$ cat src/rtl/timer_top.sv
// Keypad-entered MM:SS countdown timer with scanned keypad and multiplexed 4-digit display.
// Define TIMER_TOP_BUZZER_EN to compile in the DONE buzzer; otherwise o_buzzer is tied low.
module timer_top #(
    parameter int CLK_HZ          = 10_000_000,
    parameter int SCAN_CYCLES     = 10_000,
    parameter int DEBOUNCE_CYCLES = 100_000
) (
    input  logic       i_clk,
    input  logic       i_rstn,
    input  logic       i_start_sw,
    input  logic [4:0] i_key_in,
    output logic [3:0] o_key_out,
    output logic       o_buzzer,
    output logic [7:0] o_led,
    output logic [7:0] o_seg_d,
    output logic [3:0] o_seg_com
);
    localparam int SCAN_W = $clog2(SCAN_CYCLES + 1);
    localparam int DEB_W  = $clog2(DEBOUNCE_CYCLES + 1);
    localparam int TICK_W = $clog2(CLK_HZ + 1);
    localparam logic [4:0] KEY_START = 5'd13;
    localparam logic [4:0] KEY_CLEAR = 5'd14;

    typedef enum logic [1:0] {S_IDLE, S_RUN, S_PAUSE, S_DONE} state_t;

    state_t            state_q, state_d;
    logic [SCAN_W-1:0] scan_cnt_q, scan_cnt_d;
    logic [1:0]        col_q, col_d;
    logic [4:0]        scan_min_q, scan_min_d, raw_code_q, raw_code_d;
    logic [4:0]        cand_q, cand_d, deb_q, deb_d;
    logic [DEB_W-1:0]  stab_q, stab_d;
    logic [TICK_W-1:0] tick_q, tick_d;
    logic [3:0][3:0]   val_q, val_d;
    logic              slot_end, key_evt, tick_wrap;
    logic [4:0]        samp_code, scan_best;
    logic [3:0]        digit;

    function automatic logic [6:0] seg7(input logic [3:0] d);
        case (d)
            4'd0: seg7 = 7'h3F; 4'd1: seg7 = 7'h06; 4'd2: seg7 = 7'h5B; 4'd3: seg7 = 7'h4F;
            4'd4: seg7 = 7'h66; 4'd5: seg7 = 7'h6D; 4'd6: seg7 = 7'h7D; 4'd7: seg7 = 7'h07;
            4'd8: seg7 = 7'h7F; 4'd9: seg7 = 7'h6F;
            default: seg7 = 7'h40;
        endcase
    endfunction

    // Keypad scan: lowest code seen over one full 4-column sweep becomes the raw code.
    always_comb begin
        slot_end   = (scan_cnt_q == SCAN_W'(SCAN_CYCLES - 1));
        scan_cnt_d = slot_end ? '0 : scan_cnt_q + SCAN_W'(1);
        col_d      = slot_end ? col_q + 2'd1 : col_q;
        samp_code  = '0;
        for (int r = 4; r >= 0; r--)
            if (i_key_in[r]) samp_code = 5'(r * 4 + int'(col_q) + 1);
        scan_best = (samp_code != '0 && (scan_min_q == '0 || samp_code < scan_min_q))
                    ? samp_code : scan_min_q;
        scan_min_d = scan_min_q;
        raw_code_d = raw_code_q;
        if (slot_end) begin
            if (col_q == 2'd3) begin
                raw_code_d = scan_best;
                scan_min_d = '0;
            end else begin
                scan_min_d = scan_best;
            end
        end
    end

    // Debounce: a key event fires only on a 0 -> nonzero change of the accepted code.
    always_comb begin
        cand_d = raw_code_q;
        stab_d = stab_q;
        deb_d  = deb_q;
        if (raw_code_q != cand_q)
            stab_d = '0;
        else if (stab_q != DEB_W'(DEBOUNCE_CYCLES - 1))
            stab_d = stab_q + DEB_W'(1);
        else
            deb_d = cand_q;
        key_evt = (deb_q == '0) && (deb_d != '0);
    end

    always_comb begin
        state_d   = state_q;
        val_d     = val_q;
        tick_d    = tick_q;
        tick_wrap = (tick_q == TICK_W'(CLK_HZ - 1));
        case (state_q)
            S_IDLE: begin
                tick_d = '0;
                if (key_evt) begin
                    if (deb_d >= 5'd1 && deb_d <= 5'd10)
                        val_d = {val_q[2:0], (deb_d == 5'd10) ? 4'd0 : deb_d[3:0]};
                    else if (deb_d == KEY_CLEAR)
                        val_d = '0;
                    else if (deb_d == KEY_START && val_q != '0 && i_start_sw)
                        state_d = S_RUN;
                end
            end
            S_RUN: begin
                if (key_evt && deb_d == KEY_CLEAR) begin
                    state_d = S_IDLE;
                    val_d   = '0;
                    tick_d  = '0;
                end else if (!i_start_sw) begin
                    state_d = S_PAUSE;
                end else begin
                    tick_d = tick_wrap ? '0 : tick_q + TICK_W'(1);
                    if (tick_wrap) begin
                        // Digits are decremented as entered; SS tens above 5 are not normalised.
                        if (val_q[1:0] != '0) begin
                            if (val_q[0] != 4'd0) val_d[0] = val_q[0] - 4'd1;
                            else begin val_d[0] = 4'd9; val_d[1] = val_q[1] - 4'd1; end
                        end else begin
                            val_d[1] = 4'd5;
                            val_d[0] = 4'd9;
                            if (val_q[2] != 4'd0) val_d[2] = val_q[2] - 4'd1;
                            else begin val_d[2] = 4'd9; val_d[3] = val_q[3] - 4'd1; end
                        end
                        if (val_d == '0) state_d = S_DONE;
                    end
                end
            end
            S_PAUSE: begin
                if (key_evt && deb_d == KEY_CLEAR) begin
                    state_d = S_IDLE;
                    val_d   = '0;
                    tick_d  = '0;
                end else if (key_evt && deb_d == KEY_START && i_start_sw) begin
                    state_d = S_RUN;
                end
            end
            S_DONE: begin
                // Tick counter keeps running here to time the display blink.
                tick_d = tick_wrap ? '0 : tick_q + TICK_W'(1);
                if (key_evt || !i_start_sw) begin
                    state_d = S_IDLE;
                    val_d   = '0;
                    tick_d  = '0;
                end
            end
            default: state_d = S_IDLE;
        endcase
    end

    always_ff @(posedge i_clk) begin
        if (i_rstn) begin
            state_q    <= S_IDLE;
            scan_cnt_q <= '0;
            col_q      <= '0;
            scan_min_q <= '0;
            raw_code_q <= '0;
            cand_q     <= '0;
            stab_q     <= '0;
            deb_q      <= '0;
            tick_q     <= '0;
            val_q      <= '0;
        end else begin
            state_q    <= state_d;
            scan_cnt_q <= scan_cnt_d;
            col_q      <= col_d;
            scan_min_q <= scan_min_d;
            raw_code_q <= raw_code_d;
            cand_q     <= cand_d;
            stab_q     <= stab_d;
            deb_q      <= deb_d;
            tick_q     <= tick_d;
            val_q      <= val_d;
        end
    end

`ifdef TIMER_TOP_BUZZER_EN
    localparam int BUZ_HALF = (CLK_HZ / 2000 > 0) ? CLK_HZ / 2000 : 1;
    localparam int BUZ_W    = $clog2(BUZ_HALF + 1);
    logic [BUZ_W-1:0] buz_cnt_q, buz_cnt_d;
    logic             buz_q, buz_d;

    always_comb begin
        buz_cnt_d = '0;
        buz_d     = 1'b0;
        if (state_q == S_DONE && state_d == S_DONE) begin
            buz_d = buz_q;
            if (buz_cnt_q == BUZ_W'(BUZ_HALF - 1)) buz_d = ~buz_q;
            else buz_cnt_d = buz_cnt_q + BUZ_W'(1);
        end
    end

    always_ff @(posedge i_clk) begin
        if (i_rstn) begin
            buz_cnt_q <= '0;
            buz_q     <= 1'b0;
        end else begin
            buz_cnt_q <= buz_cnt_d;
            buz_q     <= buz_d;
        end
    end

    assign o_buzzer = buz_q;
`else
    assign o_buzzer = 1'b0;
`endif

    // Display shares the scan slot: column 0 slot shows the leftmost digit.
    always_comb begin
        o_key_out = 4'b0001 << col_q;
        o_seg_com = ~(4'b1000 >> col_q);
        digit     = val_q[2'd3 - col_q];
        o_seg_d   = {col_q == 2'd1, seg7(digit)};
        if (state_q == S_DONE && tick_q >= TICK_W'(CLK_HZ / 2)) o_seg_d = '0;
        o_led = {3'b000, deb_q != '0, state_q == S_DONE, state_q == S_PAUSE,
                 state_q == S_RUN, state_q == S_IDLE};
    end
endmodule

$ cat config.mk
export PLATFORM = sky130hd
export DESIGN_NAME = timer_top
export DESIGN_NICKNAME = d
export VERILOG_FILES = /design/src/rtl/timer_top.sv
export SDC_FILE = /design/constraint.sdc
export NUM_CORES = 1
export LEC_CHECK = 0
export CELL_PAD_IN_SITES_DETAIL_PLACEMENT = 0
export CELL_PAD_IN_SITES_GLOBAL_PLACEMENT = 1
export CORE_MARGIN = 3
export CORE_UTILIZATION = 45
export DETAILED_ROUTE_END_ITERATION = 12
export PLACE_DENSITY = 0.77
export SYNTH_ARGS = -nofsm -noshare
export SYNTH_HDL_FRONTEND = slang
export SYNTH_SLANG_ARGS = --single-unit
$ cat constraint.sdc
create_clock -name i_clk -period 3.15 [get_ports i_clk]
set_input_delay 0.4725 -clock i_clk [delete_from_list [all_inputs] [get_ports i_clk]]
set_output_delay 0.4725 -clock i_clk [all_outputs]
set_load 0.01 [all_outputs]
# After elaboration in Yosys (flattened, before gate mapping)
# Memory sizes are Yosys's and may differ from the RTL's.
# Cells that the tools add are included.
# word_totals
romBits,112
mem_count,1
inputBits,8
elab_cells,147
regBits,95
# mem_list
name,words,width,rd,rd_clocked_by_memory_dff,write_ports,line,rtl
(no name shown),16,7,1,0,0,39,case (d)
# classes
n_reduce_logical,29
n_shift,2
magnitude_cmp,5
eq_ne,24
addsub,18
mux,54
n_bitwise,1
# op_table
op,count
16-bit two-way mux,8
24-bit two-way mux,5
24-bit case mux with 4 select lines,1
8-bit two-way mux,11
16-bit case mux with 4 select lines,1
5-bit two-way mux,9
24-bit by 1-bit adder with 24-bit output (second input constant),1
24-bit == test (second input constant),1
24-bit by 23-bit >= comparator with 1-bit output (second input constant),1
4-bit two-way mux,6
2-bit two-way mux,11
17-bit by 1-bit adder with 17-bit output (second input constant),1
17-bit != test (second input constant),1
16-bit logical NOT,1
16-bit nonzero test,1
4-bit by 1-bit subtractor with 4-bit output (second input constant),4
5-bit by 1-bit adder with 5-bit output (second input constant),3
5-bit by 4-bit == test with 1-bit output (second input constant),3
5-bit nonzero test,3
14-bit by 1-bit adder with 14-bit output (second input constant),1
14-bit == test (second input constant),1
4-bit by 2-bit adder with 5-bit output (first input constant),2
5-bit logical NOT,2
1-bit logical AND,9
32 further kinds,46

# Logic depth before layout (Yosys ltp)
# Gate-level depths: netlist of run 1.
# depth
word_depth,14
ltp_mapped,12

# Worst setup path before layout of run 1
# OpenSTA, ideal clock, no wires.
# synth_path
kind,flip-flop to flip-flop
from,register col_q[0]
to,register scan_min_q[3]
required_time_ps,3033
stages_incl_launch_ff,13
setup_time_ps,117
setup_slack_ps,326
arrival_time_ps,2707
cell_sequence,dfxtp_1 > clkbuf_1 > inv_1 > ha_1 > a21boi_1 > ha_1 > nand3b_1 > a21oi_1 > nor3_1 > a21oi_1 > nand2b_1 > a22o_1 > a22o_1
# synth_via
elab_chain_cells,12
word_cells_on_any_way,21
classes_between,add/sub: 9; order compare: 1; eq/ne: 1; mux: 7; reduce/logical: 3
# synth_lines
element,line,rtl
start: declaration,28,"logic [1:0] col_q, col_d;"
start signal: assignment,161,col_q <= col_d;
5-bit by 2-bit adder with 5-bit output,54,if (i_key_in[r]) samp_code = 5'(r * 4 + int'(col_q) + 1);
5-bit by 1-bit adder with 5-bit output,54,
5-bit two-way mux (5 in series),54,
5-bit < comparator,55,scan_best = (samp_code != '0 && (scan_min_q == '0 || samp_code < scan_min_q))
1-bit logical OR,55,
1-bit logical AND,55,
5-bit two-way mux,56,? samp_code : scan_min_q;
5-bit two-way mux (*),60,if (col_q == 2'd3) begin
end signal: assignment,162,scan_min_q <= scan_min_d;
end: declaration,29,"logic [4:0] scan_min_q, scan_min_d, raw_code_q, raw_code_d;"
# Every way passes the cells marked *; elsewhere a longest branch is shown, timed or not.
# A chain may end at the register's enable or synchronous reset.

# Worst setup path in the final report of run 1
# layout_path
from,register col_q[0]
to,output port o_seg_d[2]
# layout_via
elab_chain_cells,5
# layout_lines
element,line,rtl
2-bit subtractor,207,digit = val_q[2'd3 - col_q];
4-bit binary-select mux with 2-bit select,207,
4-bit two-way mux (implied by the code),207,
memory read 16 x 7 bit,-,
8-bit two-way mux,209,if (state_q == S_DONE && tick_q >= TICK_W'(CLK_HZ / 2)) o_seg_d = '0;
end: declaration,15,"output logic [7:0] o_seg_d,"
# Every way passes these cells. The select of a mux whose other input is x is not followed.

==> results.sh, run 1 <==
export IMPL_r2r_slack_ns=0.28
export IMPL_clock_sinks=95
export IMPL_via_count=4974
export IMPL_path_max_fanout=8
export IMPL_ir_drop_v=0.000333
export IMPL_whs_endpoint="scan_cnt_q[0]$_SDFF_PP0_"
export IMPL_portBuffers=28
export IMPL_drv_slew=0
export IMPL_hp_class="flop to flop"
export IMPL_diodes=0
export IMPL_finalClockSkew_ns=0.00768
export IMPL_critPathLaunchType="flop"
export IMPL_antenna_found_initial=0
export IMPL_period_needed_ns=3.00
export IMPL_maxCapViolations=0
export IMPL_drt_initial_drc_count=277
export IMPL_max_stage_delay_ns=0.62
export IMPL_hold_viol_final=0
export IMPL_clock_latency_ns=0.35
export IMPL_placedCellCount=885
export IMPL_setup_viol=0
export IMPL_hold_depth=1
export IMPL_worstPathRequired_ns=2.68
export IMPL_critical_path_slowest_cell="mux4_2"
export IMPL_layout_cells_non_filler=901
export IMPL_wl_mm=13.4
export IMPL_ios=33
export IMPL_cp_arrival_ns=2.53
export IMPL_fin_area_sq_um=6460
export IMPL_root_buffer="clkbuf_16"
export IMPL_cts_htree_levels=3
export IMPL_ys_ff_latch=95
export IMPL_cp_num_buf_inv=2
export IMPL_yosysUniqueCellTypes=70
export IMPL_start_util_pct=46.6
export IMPL_rows=40
export IMPL_powerDensity_nw_per_um2=385
export IMPL_postPlaceCellArea_sq_um=6150
export IMPL_slew_limit_headroom_pct=52.1
export IMPL_cts_max_path_buffers=2
export IMPL_synth_flop_cell="dfxtp_1"
export IMPL_cts_buffers=9
export IMPL_cts_hold_buf=0
export IMPL_async_flop_share_pct=0
export IMPL_cts_tree="built"
export IMPL_worst_slew_pin_slew_ns=0.713
export IMPL_power_leakage_nw=2.34
export IMPL_place_congestion=0.875
export IMPL_reg2reg_to="cand_d[3]$_SDFFE_PP0P_"
export IMPL_n_fill_cell=1221
export IMPL_drive_above_1_share_pct=10.2
export IMPL_timing_hold_ws_ns=0.444
export IMPL_syn_inst=695
export IMPL_nets=755
export IMPL_crit_family="buffers and inverters"
export IMPL_netlist_area_sq_um=5640
export IMPL_die_area_sq_um=13900
export IMPL_synth_area_leader_cell="dfxtp_1"
export IMPL_synth_edf_count=0
export IMPL_grt_max_degree=25
export IMPL_finalCritPeriodShare_pct=95.2
export IMPL_area_delta_synth_final_pct=14.5
export IMPL_grt_pass1_wl_mm=22.5
export IMPL_routed_via_density=5.52
export IMPL_worstRegToRegCells=12
export IMPL_path_clk_slew_ns=0.06
export IMPL_synth_top_area_share_pct=33.7
export IMPL_grt_usage_pct=19.4
export IMPL_post_synth_cell_area_avg_sq_um=8.12
export IMPL_die_w_um=118
export IMPL_core_sq_um=12100
export IMPL_worstHoldStart="scan_cnt_q[0]$_SDFF_PP0_"
export IMPL_mostFrequentLayoutCells="nor2_1, dfxtp_1, nand2_1"
export IMPL_grt_pass1_vias=4691
export IMPL_status="complete, no violations"
export IMPL_drc_errors=0
export IMPL_ant_nets=0
export IMPL_final_common_cell="nor2_1"
export IMPL_dr_pass1_iters=5
export IMPL_synth_area_leaders="dfxtp_1, nor2_1, xnor2_1, ha_1, a21oi_1"
export IMPL_rsz0062_at_grt="false"
export IMPL_endpoint_kind="output pin"
export IMPL_max_freq_mhz=333
export IMPL_worstPathCellList="buf_4, mux4_2, o21ai_1, nand2b_2, o21ba_2, clkdlybuf4s50_1"
export IMPL_die_h_um=118
export IMPL_critPathKind="flop to output pin"
export IMPL_grt_overflow=0
export IMPL_wl_per_cell_um=14.9
export IMPL_r2r_start="col_q[0]$_SDFFE_PP0N_"
export IMPL_yosysSeqAreaShare_pct=33.7
export IMPL_yosysWarnings=0
export IMPL_hpwl_mm=9.87
-- where the power goes --
part	switching, mW	internal, mW
clock	0.476	0.637
combinational	0.0959	0.0574
sequential	0.00981	1.21
total	0.582	1.91
-- sequential cells by signal (all words and copies together), names as in the netlist, 5 cells and up --
signal      cells
cand_d          5
cand_q          5
deb_q           5
scan_cnt_q     14
scan_min_q      5
stab_q         17
tick_q         24
val_q          16
-- worst register-to-register path: cells and delay by family (launching register included) --
kind | cells | cell delay [ns]
buffers and inverters | 1 | 0.15
AOI/OAI and AO/OA | 5 | 0.92
DFF | 1 | 0.31
adders and majority gates | 2 | 0.58
and+or+nand+nor | 4 | 0.82
-- layout make-up --
| type | instances | area, sq um | share of cell area, % |
|---|---|---|---|
| Multi-Input combinational cell | 534 | 3450 | 53.4 |
| Sequential cell | 95 | 1900 | 29.4 |
| Timing Repair Buffer | 52 | 463 | 7.17 |
| Clock buffer | 11 | 243 | 3.76 |
| Tap cell | 168 | 210 | 3.25 |
| Inverter | 36 | 135 | 2.09 |
| Clock inverter | 5 | 56.3 | 0.872 |
-- logic make-up after synthesis --
logic type / after synthesis / synth area share, %
AOI/OAI and AO/OA: 126 / 15.6
xor gates and xnor gates: 53 / 8.23
adders and majority gates: 19 / 4.21
buffers and inverters: 69 / 5.43
DFF: 95 / 33.7
muxes: 14 / 3.39
other: 1 / 0.0665
and+or+nand+nor: 318 / 29.4
-- synthesized netlist by cell type (all sizes together) (4+ instances only) --
| cell type | instances |
|---|---|
| a211oi | 11 |
| a21oi | 44 |
| a221oi | 6 |
| a22o | 5 |
| and2 | 4 |
| and3 | 15 |
| and4 | 5 |
| buf | 19 |
| clkbuf | 14 |
| dfxtp | 95 |
| ha | 19 |
| inv | 36 |
| mux2i | 9 |
| mux4 | 4 |
| nand2 | 53 |
| nand2b | 8 |
| nand3 | 26 |
| nand4 | 21 |
| nor2 | 112 |
| nor2b | 8 |
| nor3 | 22 |
| nor4 | 15 |
| nor4b | 5 |
| o21ai | 20 |
| o32ai | 6 |
| or2 | 4 |
| or3 | 13 |
| xnor2 | 29 |
| xor2 | 24 |
-- how the worst max path moves through the flow --
stage                                 from                         end  cells past startpoint
floorplan            col_q[0]$_SDFFE_PP0N_  scan_min_q[3]$_SDFFE_PP0N_                     12
global placement               i_key_in[3]  scan_min_q[2]$_SDFFE_PP0N_                     12
detailed placement             i_key_in[3]      cand_d[0]$_SDFFE_PP0P_                     12
CTS                 tick_q[6]$_SDFFE_PP0P_                  o_seg_d[2]                      8
global route        tick_q[6]$_SDFFE_PP0P_                  o_seg_d[2]                      8
finish               col_q[0]$_SDFFE_PP0N_                  o_seg_d[2]                      6
-- timing repair --
action	CTS	global route
setup buffers	0	0
resized for setup	0	5
setup endpoints to repair	0	5
-- stage by stage --
| step | setup WS, ns | TNS (ns) | power [mW] | utilization, % |
|---|---|---|---|---|
| final | 0.150 | 0 | 2.49 | 53.3 |
| after global routing | 0.0250 | 0 | 2.59 | 53.3 |
| after CTS | 0.0244 | 0 | 2.52 | 53.3 |
| after detailed placement | -0.0719 | -0.252 | 1.40 | 50.8 |
| after global placement | 0.0812 | 0 | 1.40 | 50.8 |
| after floorplan | 0.326 | 0 | 1.35 | - |
-- layer usage --
metal	routed length (um)	GRT usage, %	up-vias
met5	0	0	-
met4	152	4.76	0
met3	624	5.43	12
met2	6340	32.3	111
met1	6310	24.9	2336
li1	-	-	2515
No activity file was read; power rests on OpenSTA's default activity.
==> inputs of run 2 (changes only) <==
Clock period 3.15 ns to 3.2 ns, I/O delays scaled along.
==> results.sh, run 2 (synthesis results as in run 1) <==
export IMPL_clock_sinks=95
export IMPL_drc_errors=0
export IMPL_max_freq_mhz=325
export IMPL_cts_htree_levels=3
export IMPL_mostFrequentLayoutCells="nor2_1, dfxtp_1, nand2_1"
export IMPL_cp_num_buf_inv=4
export IMPL_worstPathRequired_ns=2.72
export IMPL_p_int_mw=1.78
export IMPL_start_util_pct=46.6
export IMPL_hp_class="flop to flop"
export IMPL_timing_hold_ws_ns=0.450
export IMPL_cts_setup_buffers=0
export IMPL_die_area_sq_um=13900
export IMPL_dr_pass1_iters=5
export IMPL_switching_share_pct=25.2
export IMPL_n_fill_cell=1175
export IMPL_wl_mm=13.2
export IMPL_top_register="tick_q"
export IMPL_cts_tree="built"
export IMPL_cp_arrival_ns=2.60
export IMPL_p_switching_uw=600
export IMPL_ios=33
export IMPL_antenna_found_initial=0
export IMPL_crit_family="buffers and inverters"
export IMPL_endpoint_kind="output pin"
export IMPL_worstPathCellList="buf_4, mux4_2, inv_2, ha_1, inv_1, mux2i_1, nor2_1, nor2_1, clkdlybuf4s50_1"
export IMPL_finalCritPeriodShare_pct=96.2
export IMPL_die_w_um=118
export IMPL_ir_drop_v=0.000246
export IMPL_grt_max_degree=24
export IMPL_grt_usage_pct=19.2
export IMPL_path_clk_slew_ns=0.07
export IMPL_cts_buffers=9
export IMPL_rsz0062_at_grt="false"
export IMPL_pwr_share_comb_pct=6.2
export IMPL_finalClockSkew_ns=0.00630
export IMPL_critical_path_slowest_cell="mux4_2"
export IMPL_final_common_cell="nor2_1"
export IMPL_rows=40
export IMPL_setup_viol=0
export IMPL_grt_pass1_wl_mm=22.4
export IMPL_path_max_fanout=6
export IMPL_drt_initial_drc_count=266
export IMPL_drv_slew=0
export IMPL_die_h_um=118
export IMPL_ant_nets=0
export IMPL_max_stage_delay_ns=0.57
export IMPL_critPathKind="flop to output pin"
export IMPL_clock_latency_ns=0.35
export IMPL_grt_overflow=0
export IMPL_grt_pass1_vias=4695
export IMPL_power_leakage_nw=2.30
export IMPL_powerDensity_nw_per_um2=371
export IMPL_nets=750
export IMPL_period_needed_ns=3.08
export IMPL_via_count=4993
export IMPL_clkPwrFrac_pct=43.4
export IMPL_cts_max_path_buffers=2
export IMPL_fin_tns_setup_ns=0
export IMPL_cp_common_cell="nor2_1"
export IMPL_core_sq_um=12100
export IMPL_maxCapViolations=0
export IMPL_routed_via_density=5.57
export IMPL_diodes=0
export IMPL_slew_limit_headroom_pct=57.0
export IMPL_root_buffer="clkbuf_16"
export IMPL_drive_above_1_share_pct=10.0
export IMPL_reg_largest_list="tick_q (24), stab_q (17), val_q (16)"
export IMPL_seqPwrFrac_pct=50.4
export IMPL_hold_viol_final=0
export IMPL_status="complete, no violations"
export IMPL_cts_hold_buf=0
export IMPL_portBuffers=28
export IMPL_area_delta_synth_final_pct=13.6
export IMPL_critPathLaunchType="flop"
export IMPL_place_congestion=0.855
export IMPL_largest_reg_flops=24
export IMPL_wl_per_cell_um=14.7
export IMPL_worst_slew_pin_slew_ns=0.639
export IMPL_hpwl_mm=9.66
-- run 2: cell count changes in the layout (fill, tap and decap cells not counted), sizes merged --
cell / delta
bufinv: -1
clkinvlp: +2
clkbuf: -2
inv: +1
dlymetal6s2s: -1
clkdlybuf4s50: +1
buf: -5
-- run 2: repair_timing --
item                       in CTS  in global routing
gates resized for setup         1                  6
setup endpoints to repair       2                  3
pin swaps                       0                  1
-- run 2: area by class of cell --
| type | count | area [sq um] | area share, % |
|---|---|---|---|
| clock buffer | 9 | 225 | 3.52 |
| clock inverter | 7 | 56.3 | 0.879 |
| inverter | 36 | 135 | 2.11 |
| multi-input combinational | 534 | 3450 | 53.9 |
| sequential | 95 | 1910 | 29.7 |
| tap | 168 | 210 | 3.28 |
| timing repair buffer | 47 | 423 | 6.60 |
-- run 2: metrics by stage --
step / instance area (sq um) / worst slack, ns / utilization, % / power, mW / cells
2_1_floorplan: 5650 / 0.376 / - / 1.33 / 698
6_report: 6410 / 0.120 / 52.9 / 2.38 / 896
5_1_grt: 6410 / 0.00241 / 52.9 / 2.48 / 896
3_5_place_dp: 6110 / 0.0312 / 50.5 / 1.38 / 880
3_3_place_gp: 6110 / 0.107 / 50.5 / 1.37 / 880
4_1_cts: 6400 / 0.0383 / 52.8 / 2.41 / 896
-- run 2: power by group through the flow --
| stage | clock network [mW] | registers (mW) | logic (mW) |
|---|---|---|---|
| 2_1_floorplan | 0 | 1.23 | 0.104 |
| 4_1_cts | 1.06 | 1.20 | 0.149 |
| 3_5_place_dp | 0 | 1.23 | 0.148 |
| 3_3_place_gp | 0 | 1.23 | 0.145 |
| 5_1_grt | 1.12 | 1.20 | 0.164 |
| 6_report | 1.03 | 1.20 | 0.148 |
-- run 2: layer usage --
layer	share of wire, %	global-route usage (%)
met5	0	0
met4	1.7	7.18
met3	3.8	2.98
met2	47	31.3
met1	48	25.5
-- run 2: path summary, 6_finish.rpt --
check	start	to	slack [ns]	depth (start not counted)
worst max-delay path	col_q[0]$_SDFFE_PP0N_	o_seg_d[3]	0.12	9
worst max register to register	col_q[0]$_SDFFE_PP0N_	cand_d[0]$_SDFFE_PP0P_	0.44	9
worst min register to register	scan_cnt_q[0]$_SDFF_PP0_	scan_cnt_q[0]$_SDFF_PP0_	0.45	1
worst min-delay path	scan_cnt_q[0]$_SDFF_PP0_	scan_cnt_q[0]$_SDFF_PP0_	0.45	1
-- run 2: worst register-to-register path: stages, from the launching register on --
cell and delay [ns]:
dfxtp_4 0.39, ha_1 0.35, inv_1 0.12, a221oi_1 0.43, ha_1 0.31, o21ai_0 0.15
a21oi_1 0.15, o21ai_1 0.34, a21oi_1 0.16, o32ai_1 0.28
